**src/rtl/seg_pkg.sv**
```systemverilog
// ---------------------------------------------------------------------------
// seg_pkg -- shared definitions for the seven-segment scan decoder.
//   seg_state_t  : digit-capture FSM states
//   GLYPH_0..F   : active-low 7-segment hex glyphs (bit0=a .. bit6=g)
//   GLYPH_TABLE  : the same glyphs packed for indexed lookup
//   AN_BLANK     : digit-enable value with no digit selected
//   an_is_onehot_low / an_index : helpers for active-low digit enables
// ---------------------------------------------------------------------------
package seg_pkg;

  typedef enum logic [1:0] {
    ST_IDLE,
    ST_SETTLE,
    ST_HOLD
  } seg_state_t;

  localparam logic [7:0] AN_BLANK = 8'hFF;

  localparam logic [6:0] GLYPH_0 = 7'h40;
  localparam logic [6:0] GLYPH_1 = 7'h79;
  localparam logic [6:0] GLYPH_2 = 7'h24;
  localparam logic [6:0] GLYPH_3 = 7'h30;
  localparam logic [6:0] GLYPH_4 = 7'h19;
  localparam logic [6:0] GLYPH_5 = 7'h12;
  localparam logic [6:0] GLYPH_6 = 7'h02;
  localparam logic [6:0] GLYPH_7 = 7'h78;
  localparam logic [6:0] GLYPH_8 = 7'h00;
  localparam logic [6:0] GLYPH_9 = 7'h10;
  localparam logic [6:0] GLYPH_A = 7'h08;
  localparam logic [6:0] GLYPH_B = 7'h03;
  localparam logic [6:0] GLYPH_C = 7'h46;
  localparam logic [6:0] GLYPH_D = 7'h21;
  localparam logic [6:0] GLYPH_E = 7'h06;
  localparam logic [6:0] GLYPH_F = 7'h0E;

  // Entry n holds the glyph for hex digit n.
  localparam logic [15:0][6:0] GLYPH_TABLE = {
    GLYPH_F, GLYPH_E, GLYPH_D, GLYPH_C, GLYPH_B, GLYPH_A, GLYPH_9, GLYPH_8,
    GLYPH_7, GLYPH_6, GLYPH_5, GLYPH_4, GLYPH_3, GLYPH_2, GLYPH_1, GLYPH_0
  };

  function automatic logic an_is_onehot_low(input logic [7:0] an);
    return $onehot(~an);
  endfunction

  // Position of the low bit; only meaningful when exactly one bit is low.
  function automatic logic [2:0] an_index(input logic [7:0] an);
    logic [2:0] idx;
    idx = '0;
    for (int unsigned i = 0; i < 8; i++) begin
      if (!an[i]) idx = 3'(i);
    end
    return idx;
  endfunction

endpackage

```
**src/rtl/seg7_to_hex.sv**
```systemverilog
// ---------------------------------------------------------------------------
// seg7_to_hex -- combinational lookup of an active-low 7-segment pattern.
//   pat    in  7  segment pattern, bit0=a .. bit6=g, active-low
//   nibble out 4  matching hex digit, 0 when no glyph matches
//   hit    out 1  pattern is one of the 16 hex glyphs
// ---------------------------------------------------------------------------
module seg7_to_hex
  import seg_pkg::*;
(
  input  logic [6:0] pat,
  output logic [3:0] nibble,
  output logic       hit
);

  always_comb begin
    nibble = '0;
    hit    = 1'b0;
    for (int unsigned i = 0; i < 16; i++) begin
      if (pat == GLYPH_TABLE[4'(i)]) begin
        nibble = 4'(i);
        hit    = 1'b1;
      end
    end
  end

endmodule

```
**src/rtl/seg_scan_decoder.sv**
```systemverilog
// ---------------------------------------------------------------------------
// seg_scan_decoder -- recovers the displayed value from a multiplexed
// 8-digit seven-segment display by watching its segment and anode lines.
//   clk         in   1  clock, rising edge
//   RST         in   1  asynchronous reset, active-low
//   SEG         in   8  segment lines, active-low, bit7 = dp
//   AN          in   8  digit enables, active-low, digit 0 least significant
//   value       out 32  last complete frame, digit i in value[4i+3:4i]
//   dp          out  8  last complete frame decimal points, 1 = lit
//   frame_valid out  1  single-cycle pulse when value/dp update
//   pat_err     out  1  sticky: a captured digit had a non-hex pattern
//   an_err      out  1  sticky: several digits enabled while stable
//   stale       out  1  no frame completed within TIMEOUT_CYC cycles
// ---------------------------------------------------------------------------
module seg_scan_decoder
  import seg_pkg::*;
#(
  parameter int unsigned SETTLE_CYC  = 4,
  parameter int unsigned TIMEOUT_CYC = 200000
) (
  input  logic        clk,
  input  logic        RST,
  input  logic [7:0]  SEG,
  input  logic [7:0]  AN,
  output logic [31:0] value,
  output logic [7:0]  dp,
  output logic        frame_valid,
  output logic        pat_err,
  output logic        an_err,
  output logic        stale
);

  localparam int unsigned SW = (SETTLE_CYC < 1) ? 1 : $clog2(SETTLE_CYC + 1);
  localparam int unsigned TW = (TIMEOUT_CYC < 1) ? 1 : $clog2(TIMEOUT_CYC + 1);
  localparam logic [SW-1:0] SETTLE_LIM = SW'(SETTLE_CYC);
  localparam logic [TW-1:0] TIMEOUT_LIM = TW'(TIMEOUT_CYC);

  // Two-stage input synchroniser plus the previous synchronised sample.
  logic [7:0] seg_s1, seg_s2, seg_prev;
  logic [7:0] an_s1, an_s2, an_prev;

  seg_state_t    state, state_nxt;
  logic [SW-1:0] settle_cnt, settle_cnt_nxt;
  logic          settled;
  logic          same;
  logic          onehot;
  logic          capture;
  logic          multi_sel;
  logic [2:0]    dig_idx;
  logic [3:0]    dec_nibble;
  logic          dec_hit;

  logic [31:0]   shadow_val;
  logic [7:0]    shadow_dp;
  logic [7:0]    mask;
  logic          frame_done;
  logic [TW-1:0] to_cnt;

  always_ff @(posedge clk or negedge RST) begin
    if (!RST) begin
      seg_s1   <= '1;
      seg_s2   <= '1;
      seg_prev <= '1;
      an_s1    <= AN_BLANK;
      an_s2    <= AN_BLANK;
      an_prev  <= AN_BLANK;
    end else begin
      seg_s1   <= SEG;
      seg_s2   <= seg_s1;
      seg_prev <= seg_s2;
      an_s1    <= AN;
      an_s2    <= an_s1;
      an_prev  <= an_s2;
    end
  end

  assign same    = (seg_s2 == seg_prev) && (an_s2 == an_prev);
  assign onehot  = an_is_onehot_low(an_s2);
  assign dig_idx = an_index(an_s2);

  seg7_to_hex u_dec (
    .pat    (seg_s2[6:0]),
    .nibble (dec_nibble),
    .hit    (dec_hit)
  );

  always_ff @(posedge clk or negedge RST) begin
    if (!RST) begin
      state      <= ST_IDLE;
      settle_cnt <= '0;
    end else begin
      state      <= state_nxt;
      settle_cnt <= settle_cnt_nxt;
    end
  end

  // Any non-blank AN starts a dwell; whether it was a single digit is only
  // judged once the dwell has been stable for SETTLE_CYC samples.
  always_comb begin
    state_nxt      = state;
    settle_cnt_nxt = settle_cnt;
    settled        = 1'b0;
    unique case (state)
      ST_IDLE: begin
        if (an_s2 != AN_BLANK) begin
          settle_cnt_nxt = SW'(1);
          if (SETTLE_CYC <= 1) begin
            settled   = 1'b1;
            state_nxt = ST_HOLD;
          end else begin
            state_nxt = ST_SETTLE;
          end
        end
      end
      ST_SETTLE: begin
        if (same) begin
          settle_cnt_nxt = settle_cnt + SW'(1);
          if (settle_cnt + SW'(1) == SETTLE_LIM) begin
            settled   = 1'b1;
            state_nxt = ST_HOLD;
          end
        end else begin
          settle_cnt_nxt = '0;
          state_nxt      = ST_IDLE;
        end
      end
      ST_HOLD: begin
        if (!same) begin
          settle_cnt_nxt = '0;
          state_nxt      = ST_IDLE;
        end
      end
      default: begin
        settle_cnt_nxt = '0;
        state_nxt      = ST_IDLE;
      end
    endcase
  end

  assign capture    = settled && onehot;
  assign multi_sel  = settled && !onehot;
  assign frame_done = (mask == 8'hFF);

  // Publishing clears the mask, but a digit captured in that same cycle
  // must still count towards the next frame.
  always_ff @(posedge clk or negedge RST) begin
    if (!RST) begin
      shadow_val  <= '0;
      shadow_dp   <= '0;
      mask        <= '0;
      value       <= '0;
      dp          <= '0;
      frame_valid <= 1'b0;
      pat_err     <= 1'b0;
      an_err      <= 1'b0;
    end else begin
      if (capture) begin
        shadow_val[{dig_idx, 2'b00} +: 4] <= dec_nibble;
        shadow_dp[dig_idx]                <= ~seg_s2[7];
      end
      mask <= (frame_done ? 8'h00 : mask) | (capture ? ~an_s2 : 8'h00);
      frame_valid <= frame_done;
      if (frame_done) begin
        value <= shadow_val;
        dp    <= shadow_dp;
      end
      if (capture && !dec_hit) pat_err <= 1'b1;
      if (multi_sel) an_err <= 1'b1;
    end
  end

  always_ff @(posedge clk or negedge RST) begin
    if (!RST) begin
      to_cnt <= '0;
    end else if (frame_valid) begin
      to_cnt <= '0;
    end else if (to_cnt != TIMEOUT_LIM) begin
      to_cnt <= to_cnt + TW'(1);
    end
  end

  assign stale = (to_cnt == TIMEOUT_LIM);

endmodule

```
**config.mk**
```make
export PLATFORM = sky130hd
export DESIGN_NAME = seg_scan_decoder
export DESIGN_NICKNAME = d
export VERILOG_FILES = /design/src/rtl/seg_pkg.sv /design/src/rtl/seg7_to_hex.sv /design/src/rtl/seg_scan_decoder.sv
export SDC_FILE = /design/constraint.sdc
export NUM_CORES = 1
export LEC_CHECK = 0
export ABC_AREA = 1
export BUFFER_PORTS_ARGS = -buffer_cell sky130_fd_sc_hd__buf_4
export CAP_MARGIN = 20
export CORE_MARGIN = 1.5
export CORE_UTILIZATION = 35
export DETAILED_ROUTE_END_ITERATION = 8
export PLACE_DENSITY_LB_ADDON = 0.25
export SLEW_MARGIN = 40
export SYNTH_ARGS = -nofsm -noshare
export SYNTH_HDL_FRONTEND = slang
export SYNTH_SLANG_ARGS = --single-unit
```
**constraint.sdc**
```tcl
create_clock -name clk -period 10.8 [get_ports clk]
set_input_delay 0.54 -clock clk [delete_from_list [all_inputs] [get_ports clk]]
set_output_delay 0.54 -clock clk [all_outputs]
set_load 0.005 [all_outputs]
```
==> metrics.md, run 1 <==
| Metric | Value |
|---|---|
| Fin. Hold Viols | 0 |
| CP Launch Type | flip-flop |
| Fraction of registers with async set/reset | 1.000 |
| Status | finished, final reports clean |
| Die Y | 145.2 microns |
| Clock Pin Slew Worst Setup and Hold Paths | 0.07 ns |
| Largest net degree at the start of global routing | 85 |
| Slowest stage delay, CP | 0.57 ns |
| Placed instance area | 7811 sq um |
| Cell Chain, Critical Path | inv_1, fa_1, fa_1, fa_1, ha_1, inv_1, fa_1, nand2_1, a211oi_2, nand3_2, inv_2, nand3_1, nand2_1, nand2_1 |
| Die width | 145.2 microns |
| Post-synthesis instance total | 807 |
| Syn Area/Cell | 8.765 sq um |
| WL met3 | 520 microns |
| Slew @ Worst Pin | 0.7053 ns |
| Routed length on met2 | 6402 microns |
| Worst setup margin | 6.230 ns |
| RSZ-0062 raised after global routing | no |
| Root buffer cell | clkbuf_16 |
| GR Util All Layers | 0.1489 |
| Filler cell count | 1999 |
| CTS tree | done |
| Fin area | 8409 sq um |
| Worst Setup End Kind | flip-flop |
| Post-synth EDFFs | 0 |
| Post-Route Skew | 0.007285 ns |
| CTS Sinks | 162 |
| Number of diodes | 0 |
| Syn_nets | 839 |
| Clk_lat worst skew | 0.43 ns |
| Leakage | 4.367 nW |
| Period utilization | 0.4232 |
| Yosys warning count | 0 |
| Hold crit path type | input port to asynchronous set/reset pin |
| Post-route ant nets | 0 |
| Initial Utilization | 0.3599 |
| Final GP Congestion | 0.8270 |
| Share of post-route cells with drive strength above 1 | 0.1894 |
| Fin crit period | 4.570 ns |
| Core Box Area | 19650 sq um |
| CP arrival | 4.89 ns |
| # setup viols final | 0 |
| P&R area growth vs syn | 18.89% |
| Seq/Total Area, Yosys | 0.5816 |
| Final wirelength | 14530 microns |
| H-tree depth | 4 |
| Total congestion overflow | 0 |
| Fin nets | 906 |
| First-pass GRT wire length | 25130 microns |
| Post_cts resized | 0 |
| Input/output buffers | 61 |
| Pre-CTS setup slack | 6.199 ns |
| Wirelength per Cell | 12.61 microns |
| Row count | 51 |
| Max_cap viols | 0 |
| Setup TNS | 0 ns |
| Drt initial violations | 314 |
| Worst path slowest cell | dfstp_2 |
| CP Data Required Time | 11.12 ns |
| CP max FO | 22 |
| Commonest non-fill, non-tap cells in the layout | 299 x nand2_1, 114 x dfrtp_1, 82 x inv_1 |
| F_max | 218.8 MHz |
| Crit Path Class | flip-flop to flip-flop |
| Router iterations before antenna repair | 4 |
| Slew HR | 0.5298 |
| Yosys reg bits | 162 |
| Residual DRC | 0 |
| Cts hold-fix bufs | 0 |
| Initial antenna violation count | 0 |
| Via count | 5181 |
| Die area | 21070 sq um |
| CTS buffer count | 17 |
| Post-synth top flop | dfrtp_1 |
| DR vias/cell | 4.497 |
| Most common cell after layout, fill and taps aside | nand2_1 |
| P per Cell Area | 155.7 nW/um^2 |
| Top routing layer in use | met4 |
| Peak supply drop | 109.4 uV |
| Maximum clock path buffer count | 2 |
| Vias in the first global route | 5116 |
| DP Wirelength | 9938 microns |
| CP top delay family | adder cells |
| Mapped Area | 7073 sq um |
| Unique cell type count in the Yosys netlist | 37 |
| Crit path top cell by count | fa_1 |
| I/O pin count | 62 |
| Worst Path Buf+Inv | 3 |
| Setup bufs post-CTS | 0 |
| Fin. max-slew vios | 0 |
| DRT met1 WL | 7392 microns |
-- final cells by class --
| cell class | count | area, sq um | area share |
|---|---|---|---|
| inverter | 94 | 354.1 | 0.04211 |
| multi-input combinational | 536 | 2532 | 0.3011 |
| sequential | 162 | 4114 | 0.4892 |
| clock inverter | 12 | 157.7 | 0.01875 |
| timing repair buffer | 63 | 483.0 | 0.05743 |
| clock buffer | 20 | 436.7 | 0.05193 |
| tap | 265 | 331.6 | 0.03943 |
-- power breakdown --
part           leakage, nW  internal (mW)  total (mW)  switching, mW
Sequential            2.08          0.624       0.633        0.00864
Combinational         2.01         0.0207      0.0680         0.0473
Clock                0.282          0.364       0.608          0.244
-- registers in the layout, indices dropped and copies added (netlist names), 2 cells and up --
register / count
an_prev: 8
an_s1: 8
an_s2: 8
dp: 8
mask: 8
seg_prev: 8
seg_s1: 8
seg_s2: 8
settle_cnt: 3
shadow_dp: 8
shadow_val: 32
state: 2
to_cnt: 18
value: 32
-- final timing paths --
| path | from | to | slack [ns] | cells past startpoint |
|---|---|---|---|---|
| hold reg to reg | an_s1[5] | an_s2[5] | 0.35 | 0 |
| setup / recovery | an_s2[0] | shadow_val[5] | 6.23 | 14 |
| min in group clk | SEG[7] | seg_s1[7] | 0.22 | 1 |
| hold / removal | RST | value[5] | 0.15 | 1 |
| max in group asynchronous | RST | mask[0] | 9.51 | 2 |
| setup reg to reg | an_s2[0] | shadow_val[5] | 6.23 | 14 |
-- synthesized netlist by cell type (3+ instances only) --
cell,instances,area share
nand3_2,7,0.0099
nor2_1,57,0.030
o31ai_1,7,0.0074
nand4_1,8,0.0071
nor2_2,4,0.0035
dfstp_2,48,0.18
dfrtp_1,114,0.40
fa_1,4,0.011
clkbuf_1,6,0.0032
ha_1,10,0.018
inv_2,10,0.0053
buf_1,4,0.0021
o21ai_0,24,0.017
a21oi_1,16,0.011
nand3_1,51,0.036
nor4_1,3,0.0027
nor2_4,4,0.0064
inv_1,82,0.044
o22ai_1,8,0.0071
nand2_1,299,0.16
nor3_1,18,0.013
-- cells by family (layout without fill, tap and decap cells) --
family / count (synthesis) / count (layout) / synth area share
AO/OA/AOI/OAI: 65 / 65 / 0.05360
XOR/XNOR: 2 / 2 / 0.002477
adder cells (fa/ha/maj): 14 / 14 / 0.02901
buffers and inverters: 109 / 189 / 0.06032
flip-flops: 162 / 162 / 0.5816
AND/OR/NAND/NOR: 455 / 455 / 0.2730
-- worst reg2reg max path, delay by kind of cell (launching register included) --
family                   cells  cell delay [ns]
buffers and inverters        3             0.51
AO/OA/AOI/OAI                1             0.40
flip-flops                   1             0.57
adder cells (fa/ha/maj)      5             2.11
AND/OR/NAND/NOR              5             0.88
-- per-stage QoR --
step	total power, mW	utilization	hold slack (ns)	std cells
floorplan	0.6822	-	0.2444	807
global placement	0.7108	0.3973	0.3461	1120
detailed placement	0.7120	0.3974	0.3468	1120
CTS	1.326	0.4277	0.1839	1152
global route	1.367	0.4279	0.1917	1152
finish	1.309	0.4279	0.1500	1152
-- layer usage --
| layer | track usage | vias up |
|---|---|---|
| met5 | 0 | - |
| met4 | 0.05765 | 0 |
| met3 | 0.03365 | 11 |
| met2 | 0.2266 | 81 |
| met1 | 0.2064 | 2405 |
| li1 | - | 2684 |
No activity file was read; power rests on OpenSTA's default activity.
==> run 2: changes to the inputs <==
- ABC_AREA: 1 -> 0
- clock period: 10.8 -> 4.2 ns (I/O delays scaled with it)
==> run 2 against run 1 <==
Compared with the run above: the run now ends with negative setup slack left; die area shrank 2.0%; non-clock buffer count is 34 higher; sequential power grew to 2.6 times the previous value; critical endpoint is now shadow_val[24].
==> metrics.md, run 2 <==
| Metric | Value |
|---|---|
| Fin. Hold Viols | 0 (unchanged) |
| DR vias/cell | 4.769 (+6.0%) |
| Synth Area in Adders | 0.02960 (+0.0005917) |
| I/O pin count | 62 (unchanged) |
| Initial Utilization | 0.3562 (-0.003725) |
| Worst Reg-to-Reg Cells | 12 (-2) |
| Syn_nets | 645 (-23%) |
| Leakage | 4.093 nW (-6.3%) |
| Main area contributors after synthesis | dfrtp_1 41%, dfstp_2 18%, nand2_1 7.0% |
| Fin crit period | 4.335 ns (-0.2355 ns) |
| Clock Pin Slew Worst Setup and Hold Paths | 0.06 ns (about the same) |
| F_max | 230.7 MHz (+5.4%) |
| Pre-CTS setup slack | -0.1303 ns (-6.329 ns) |
| Top-area cell type share of the netlist area | 0.4116 (+0.008227) |
| Most common cell after layout, fill and taps aside | nand2_1 |
| Filler cell count | 1792 (-10%) |
| Clk_lat worst skew | 0.43 ns (about the same) |
| Main combinational cell family by area after synthesis | simple AND/OR/NAND/NOR gates |
| Mux cell area share after synthesis | 0.06498 (+0.06498) |
| P&R area growth vs syn | 25.58% |
| CP max FO | 4 (-82%) |
| Synth Area in Simple Gates | 0.1886 (-0.08432) |
| Post-route ant nets | 0 (unchanged) |
| Vias in the first global route | 4834 (-5.5%) |
| CTS tree | done |
| Synth cell count leaders | 130 x nand2_1, 114 x dfrtp_1, 48 x dfstp_2, 32 x mux2_2, 28 x inv_1 |
| Number of diodes | 0 (unchanged) |
| CP arrival | 4.64 ns (-0.25 ns) |
| Failing checks | negative setup slack |
| Syn Area/Cell | 11.31 sq um (+29%) |
| Share of post-route cells with drive strength above 1 | 0.3059 (+0.1165) |
| Die area | 20660 sq um (-2.0%) |
| XOR/XNOR Fraction of Synth Area | 0.04043 (+0.03796) |
| Row count | 51 (unchanged) |
| Slew @ Worst Pin | 0.8885 ns (+0.1831 ns) |
| CP Launch Type | flip-flop |
| Commonest non-fill, non-tap cells in the layout | 128 x nand2_1, 114 x dfrtp_1, 74 x buf_4 |
| Worst Setup End Kind | flip-flop |
| Setup TNS | -2.265 ns (-2.265 ns) |
| Core Box Area | 19460 sq um (-0.97%) |
| Unique cell type count in the Yosys netlist | 59 (+59%) |
| Total congestion overflow | 0 (unchanged) |
| Yosys warning count | 0 (unchanged) |
| H-tree depth | 4 (unchanged) |
| Residual DRC | 0 (unchanged) |
| Top-count cell post-synth | nand2_1 |
| P per Cell Area | 392.6 nW/um^2 (+150%) |
| DP Wirelength | 9942 microns (about the same) |
| Fin nets | 735 (-19%) |
| Mapped Area | 6932 sq um (-2.0%) |
| First-pass GRT wire length | 24000 microns (-4.5%) |
| Fraction of registers with async set/reset | 1.000 (unchanged) |
| CTS buffer count | 17 (unchanged) |
| Status | finished with violations |
| Cell taking the most area after synthesis | dfrtp_1 |
| Worst setup margin | -0.1347 ns (-6.365 ns) |
| Placed instance area | 7722 sq um (-1.1%) |
| Root buffer cell | clkbuf_16 |
| Peak supply drop | 253.1 uV (+130%) |
| Post-synth top flop | dfrtp_1 |
| Flop2flop setup slack | -0.13 ns (-6.36 ns) |
| Final wirelength | 14450 microns (-0.52%) |
| Max_cap viols | 0 (unchanged) |
| Post-synth EDFFs | 0 (unchanged) |
| Router iterations before antenna repair | 4 (unchanged) |
| Worst Setup EP | shadow_val[24] |
| Yosys reg bits | 162 (unchanged) |
| CP Data Required Time | 4.50 ns (-6.62 ns) |
| GR Util All Layers | 0.1509 (+0.002044) |
| Crit path from | an_s2[0] |
| Fin area | 8705 sq um (+3.5%) |
| Post-synthesis compound-gate area fraction | 0.05000 (-0.003600) |
| Final GP Congestion | 0.8507 (+2.9%) |
| Largest net degree at the start of global routing | 85 (unchanged) |
| Crit Path Class | flip-flop to flip-flop |
| Period utilization | 1.032 (+0.6089) |
| RSZ-0062 raised after global routing | yes |
| Drt initial violations | 221 (-30%) |
| Post-Route Skew | 0.01369 ns (+0.006407 ns) |
| Design Power | 3.418 mW (+160%) |
| Initial antenna violation count | 0 (unchanged) |
| Maximum clock path buffer count | 2 (unchanged) |
| Leading registers by flop count | shadow_val (32), value (32), to_cnt (18) |
| Fin. max-slew vios | 0 (unchanged) |
| Hold crit path type | flip-flop to flip-flop |
| # setup viols final | 32 (+32) |
| Via count | 4678 (-9.7%) |
| CTS Sinks | 162 (unchanged) |
| Input/output buffers | 61 (unchanged) |
| Die Y | 143.7 microns (-0.98%) |
| RR Startpoint | an_s2[0] |
| Slew HR | 0.4028 (-0.1270) |
| Seq/Total Area, Yosys | 0.5935 (+0.01186) |
| Die width | 143.7 microns (-0.98%) |
| Worst reg2reg endpoint | shadow_val[24] |
| Post-synthesis instance total | 613 (-24%) |
| Wirelength per Cell | 14.73 microns (+17%) |
-- run 2: worst min-delay path by stage --
| stage | cells after the start | start | endpoint |
|---|---|---|---|
| after floorplan | 0 | RST | an_err |
| after global placement | 1 | RST | to_cnt[8] |
| after detailed placement | 1 | RST | to_cnt[8] |
| after CTS | 0 | seg_s1[6] | seg_s2[6] |
| after global routing | 0 | an_s1[2] | an_s2[2] |
| final | 0 | an_s1[2] | an_s2[2] |
-- run 2: critical path, stage by stage, from the launching register on --
cell,delay [ns]
dfstp_2,0.53
inv_2,0.04
fa_1,0.56
fa_1,0.43
fa_1,0.50
ha_2,0.18
inv_2,0.04
fa_1,0.52
nand2_2,0.08
o41a_4,0.41
nor4_4,0.25
nand4_1,0.28
mux2_4,0.39
-- run 2: area by class of cell --
type                       instances  area, sq um  area share
clock buffer                      18        429.2     0.04930
clock inverter                    14        155.1     0.01782
inverter                          28        105.1     0.01207
multi-input combinational        397         2774      0.3187
sequential                       162         4114      0.4726
tap                              265        331.6     0.03809
timing repair buffer              97        795.8     0.09142
-- run 2: metal layers --
layer	vias to the layer above	global-route usage	share of wire
met4	0	0.06391	0.013
met1	2307	0.1906	0.47
met2	99	0.2439	0.48
met5	-	0	0
li1	2256	-	-
met3	16	0.04065	0.037
-- run 2: stage by stage --
step	utilization	hold WS (ns)	cells
floorplan	-	-0.08559	613
global placement	0.3968	0.3092	926
CTS	0.4410	0.3557	978
finish	0.4473	0.3550	981
global route	0.4473	0.3573	981
detailed placement	0.3968	0.3195	926
-- run 2: kinds of logic (layout without fill, tap and decap cells) --
group | after synthesis | count (layout)
simple gates | 256 | 256
flops | 162 | 162
compound gates | 54 | 54
buf+inv | 54 | 157
mux | 41 | 41
xor+xnor | 32 | 32
fa+ha+maj | 14 | 14
-- run 2: timing repair --
item | CTS | global route
hold buffers | 17 | 0
setup buffers | 3 | 3
resized for setup | 24 | 24
endpoints found under the hold margin | 91 | 0
endpoints found under the setup margin | 41 | 45
gates cloned | 0 | 0
pin swaps | 5 | 5
-- run 2: report_power, final --
part           internal (mW)  total (mW)  switching [mW]
registers               1.61        1.63          0.0294
logic                  0.118       0.263           0.145
clock network          0.882        1.52           0.638
==> run 3: changes to the inputs <==
- clock period: 4.2 -> 3.67 ns (I/O delays scaled with it)
==> run 3 against run 2 <==
Compared with the run above: the run still ends with negative setup slack left; routed wire length decreased by 1.2%; combinational power increased by 22%; utilization increased by 0.59 points; count of clock-buffer cells in the layout decreased by 1; die area unchanged; worst setup slack got worse by 0.41 ns; global-route usage about the same; power increased by 17%; first-iteration DRC count decreased by 5.4%.
==> metrics.md, run 3 (synthesis gave the netlist of run 2 again) <==
| Metric | Value |
|---|---|
| Die Y | 143.7 microns (unchanged) |
| Vias in the first global route | 4839 (+0.10%) |
| Placed instance area | 7805 sq um (+1.1%) |
| H-tree depth | 4 (unchanged) |
| Worst Setup End Kind | flip-flop |
| Crit path top cell by count | fa_1 |
| Drt initial violations | 209 (-5.4%) |
| Max_cap viols | 0 (unchanged) |
| Clock Pin Slew Worst Setup and Hold Paths | 0.07 ns (about the same) |
| Wirelength per Cell | 14.49 microns (-1.6%) |
| Initial antenna violation count | 0 (unchanged) |
| Commonest non-fill, non-tap cells in the layout | 128 x nand2_1, 114 x dfrtp_1, 81 x buf_4 |
| RSZ-0062 raised after global routing | yes |
| Initial Utilization | 0.3562 (unchanged) |
| First-pass GRT wire length | 24140 microns (+0.60%) |
| Failing checks | negative setup slack |
| Fin nets | 740 (+0.68%) |
| Post-route ant nets | 0 (unchanged) |
| Via count | 4697 (+0.41%) |
| Total congestion overflow | 0 (unchanged) |
| Flop2flop setup slack | -0.55 ns (-0.41 ns) |
| Final GP Congestion | 0.8801 (+3.5%) |
| Switching Power | 0.9378 mW (+15%) |
| CP Data Required Time | 3.98 ns (-0.52 ns) |
| Number of diodes | 0 (unchanged) |
| Die width | 143.7 microns (unchanged) |
| CTS buffer count | 17 (unchanged) |
| Die area | 20660 sq um (unchanged) |
| Slowest stage delay, CP | 0.54 ns (-0.02 ns) |
| Slew @ Worst Pin | 0.6148 ns (-0.2737 ns) |
| Largest net degree at the start of global routing | 107 (+26%) |
| Leakage | 4.138 nW (+1.1%) |
| Worst setup margin | -0.5483 ns (-0.4136 ns) |
| Clock share of power | 0.453 (+0.008) |
| Cells after DPL | 933 (+0.76%) |
| Crit Path Class | flip-flop to flip-flop |
| Peak supply drop | 295.9 uV (+17%) |
| Row count | 51 (unchanged) |
| Cell Int Power | 3.060 mW (+17%) |
| CP Launch Type | flip-flop |
| P&R area growth vs syn | 27.24% |
| CP arrival | 4.52 ns (-0.12 ns) |
| Switching share of power | 0.2346 (-0.003209) |
| Worst path slowest cell | dfstp_2 |
| GR Util All Layers | 0.1508 (about the same) |
| Clk_lat worst skew | 0.43 ns (about the same) |
| Fin crit period | 4.218 ns (-0.1164 ns) |
| # setup viols final | 50 (+56%) |
| Fin area | 8820 sq um (+1.3%) |
| DP Wirelength | 9809 microns (-1.3%) |
| Slew HR | 0.5890 (+0.1862) |
| Reg power frac | 0.467 (-0.011) |
| Hold crit path type | input port to asynchronous set/reset pin |
| Filler cell count | 1824 (+1.8%) |
| Fin. Hold Viols | 0 (unchanged) |
| Post-Route Skew | 0.01418 ns (+0.0004913 ns) |
| Root buffer cell | clkbuf_16 |
| P per Cell Area | 453.3 nW/um^2 (+15%) |
| Residual DRC | 0 (unchanged) |
| Final wirelength | 14280 microns (-1.2%) |
| CTS tree | done |
| Hold_ws | 0.2583 ns (-0.09669 ns) |
| Share of post-route cells with drive strength above 1 | 0.3222 (+0.01636) |
| Fin. max-slew vios | 0 (unchanged) |
| Most common cell after layout, fill and taps aside | nand2_1 |
| Design Power | 3.998 mW (+17%) |
| Core Box Area | 19460 sq um (unchanged) |
| Fin cells | 985 (+0.41%) |
| Maximum clock path buffer count | 2 (unchanged) |
| DR vias/cell | 4.769 (about the same) |
| CTS Sinks | 162 (unchanged) |
| Cell Chain, Critical Path | inv_2, fa_1, fa_1, fa_1, ha_2, inv_2, fa_2, nand2_2, o41a_4, nor4_4, nand4_1, mux2_2 |
| Period utilization | 1.149 (+0.1173) |
| Pre-CTS setup slack | -0.6021 ns (-0.4719 ns) |
| Router iterations before antenna repair | 4 (unchanged) |
| Leading registers by flop count | shadow_val (32), value (32), to_cnt (18) |
| CP max FO | 4 (unchanged) |
| Comb pwr share | 0.080 (+0.003) |
| F_max | 237.1 MHz (+2.8%) |
| Input/output buffers | 61 (unchanged) |
| Status | finished with violations |
| I/O pin count | 62 (unchanged) |
[run 3: cell types whose count changed in the layout (fill, tap and decap cells not counted), moves of 2 or more]
| cell | previous run | this run |
|---|---|---|
| buf_4 | 74 | 81 |
| buf_6 | 5 | 1 |
| o21ai_0 | 20 | 18 |
| o21ai_1 | 5 | 1 |
| o21ai_2 | 0 | 6 |
[run 3: final cells by class]
class | instances | area (sq um) | share of cell area
Multi-Input combinational cell | 397 | 2811 | 0.3188
Timing Repair Buffer | 102 | 852.1 | 0.09661
Inverter | 28 | 105.1 | 0.01192
Tap cell | 265 | 331.6 | 0.03759
Clock inverter | 14 | 180.2 | 0.02043
Sequential cell | 162 | 4114 | 0.4664
Clock buffer | 17 | 425.4 | 0.04823
[run 3: timing repair]
item                       CTS  global route
pin swaps                   10             5
setup buffers                5             1
resized for setup           43             7
setup endpoints to repair   50            50
hold endpoints to repair    73             0
hold buffers                17             0
[run 3: power groups by stage]
stage	registers [mW]	logic (mW)	clock network, mW
after floorplan	1.88	0.149	0
after global placement	1.90	0.249	0
after detailed placement	1.90	0.255	0
after CTS	1.87	0.310	1.86
after global routing	1.87	0.353	1.93
final	1.87	0.321	1.81
[run 3: metal layers]
layer / share of wire / wire length (microns) / global-route usage / vias to the layer above
li1: - / - / - / 2262
met1: 0.47 / 6676 / 0.1949 / 2339
met2: 0.48 / 6914 / 0.2432 / 85
met3: 0.037 / 532 / 0.03932 / 11
met4: 0.011 / 153 / 0.05639 / 0
met5: 0 / 0 / 0 / -
[run 3: worst paths after layout]
path,from,to,depth (start not counted)
min reg2reg,an_s1[6],an_s2[6],0
max reg2reg,an_s2[0],shadow_val[10],12
min in group clk,an_s1[6],an_s2[6],0
max in group asynchronous,RST,an_prev[7],3
max,an_s2[0],shadow_val[10],12
min,RST,settle_cnt[0],2
[run 3: metrics by stage]
stage	setup TNS [ns]	util
3_3_place_gp	-20.30	0.4008
6_report	-21.04	0.4532
2_1_floorplan	-15.10	-
5_1_grt	-26.52	0.4532
4_1_cts	-19.49	0.4491
3_5_place_dp	-23.00	0.4010
[run 3: critical path, delay by kind of cell, from the launching register on]
kind / cells / cell delay, ns
AND/OR/NAND/NOR: 3 / 0.52
flip-flops: 1 / 0.54
AO/OA/AOI/OAI: 1 / 0.41
multiplexers: 1 / 0.37
adder cells (fa/ha/maj): 5 / 2.18
buffers and inverters: 2 / 0.08
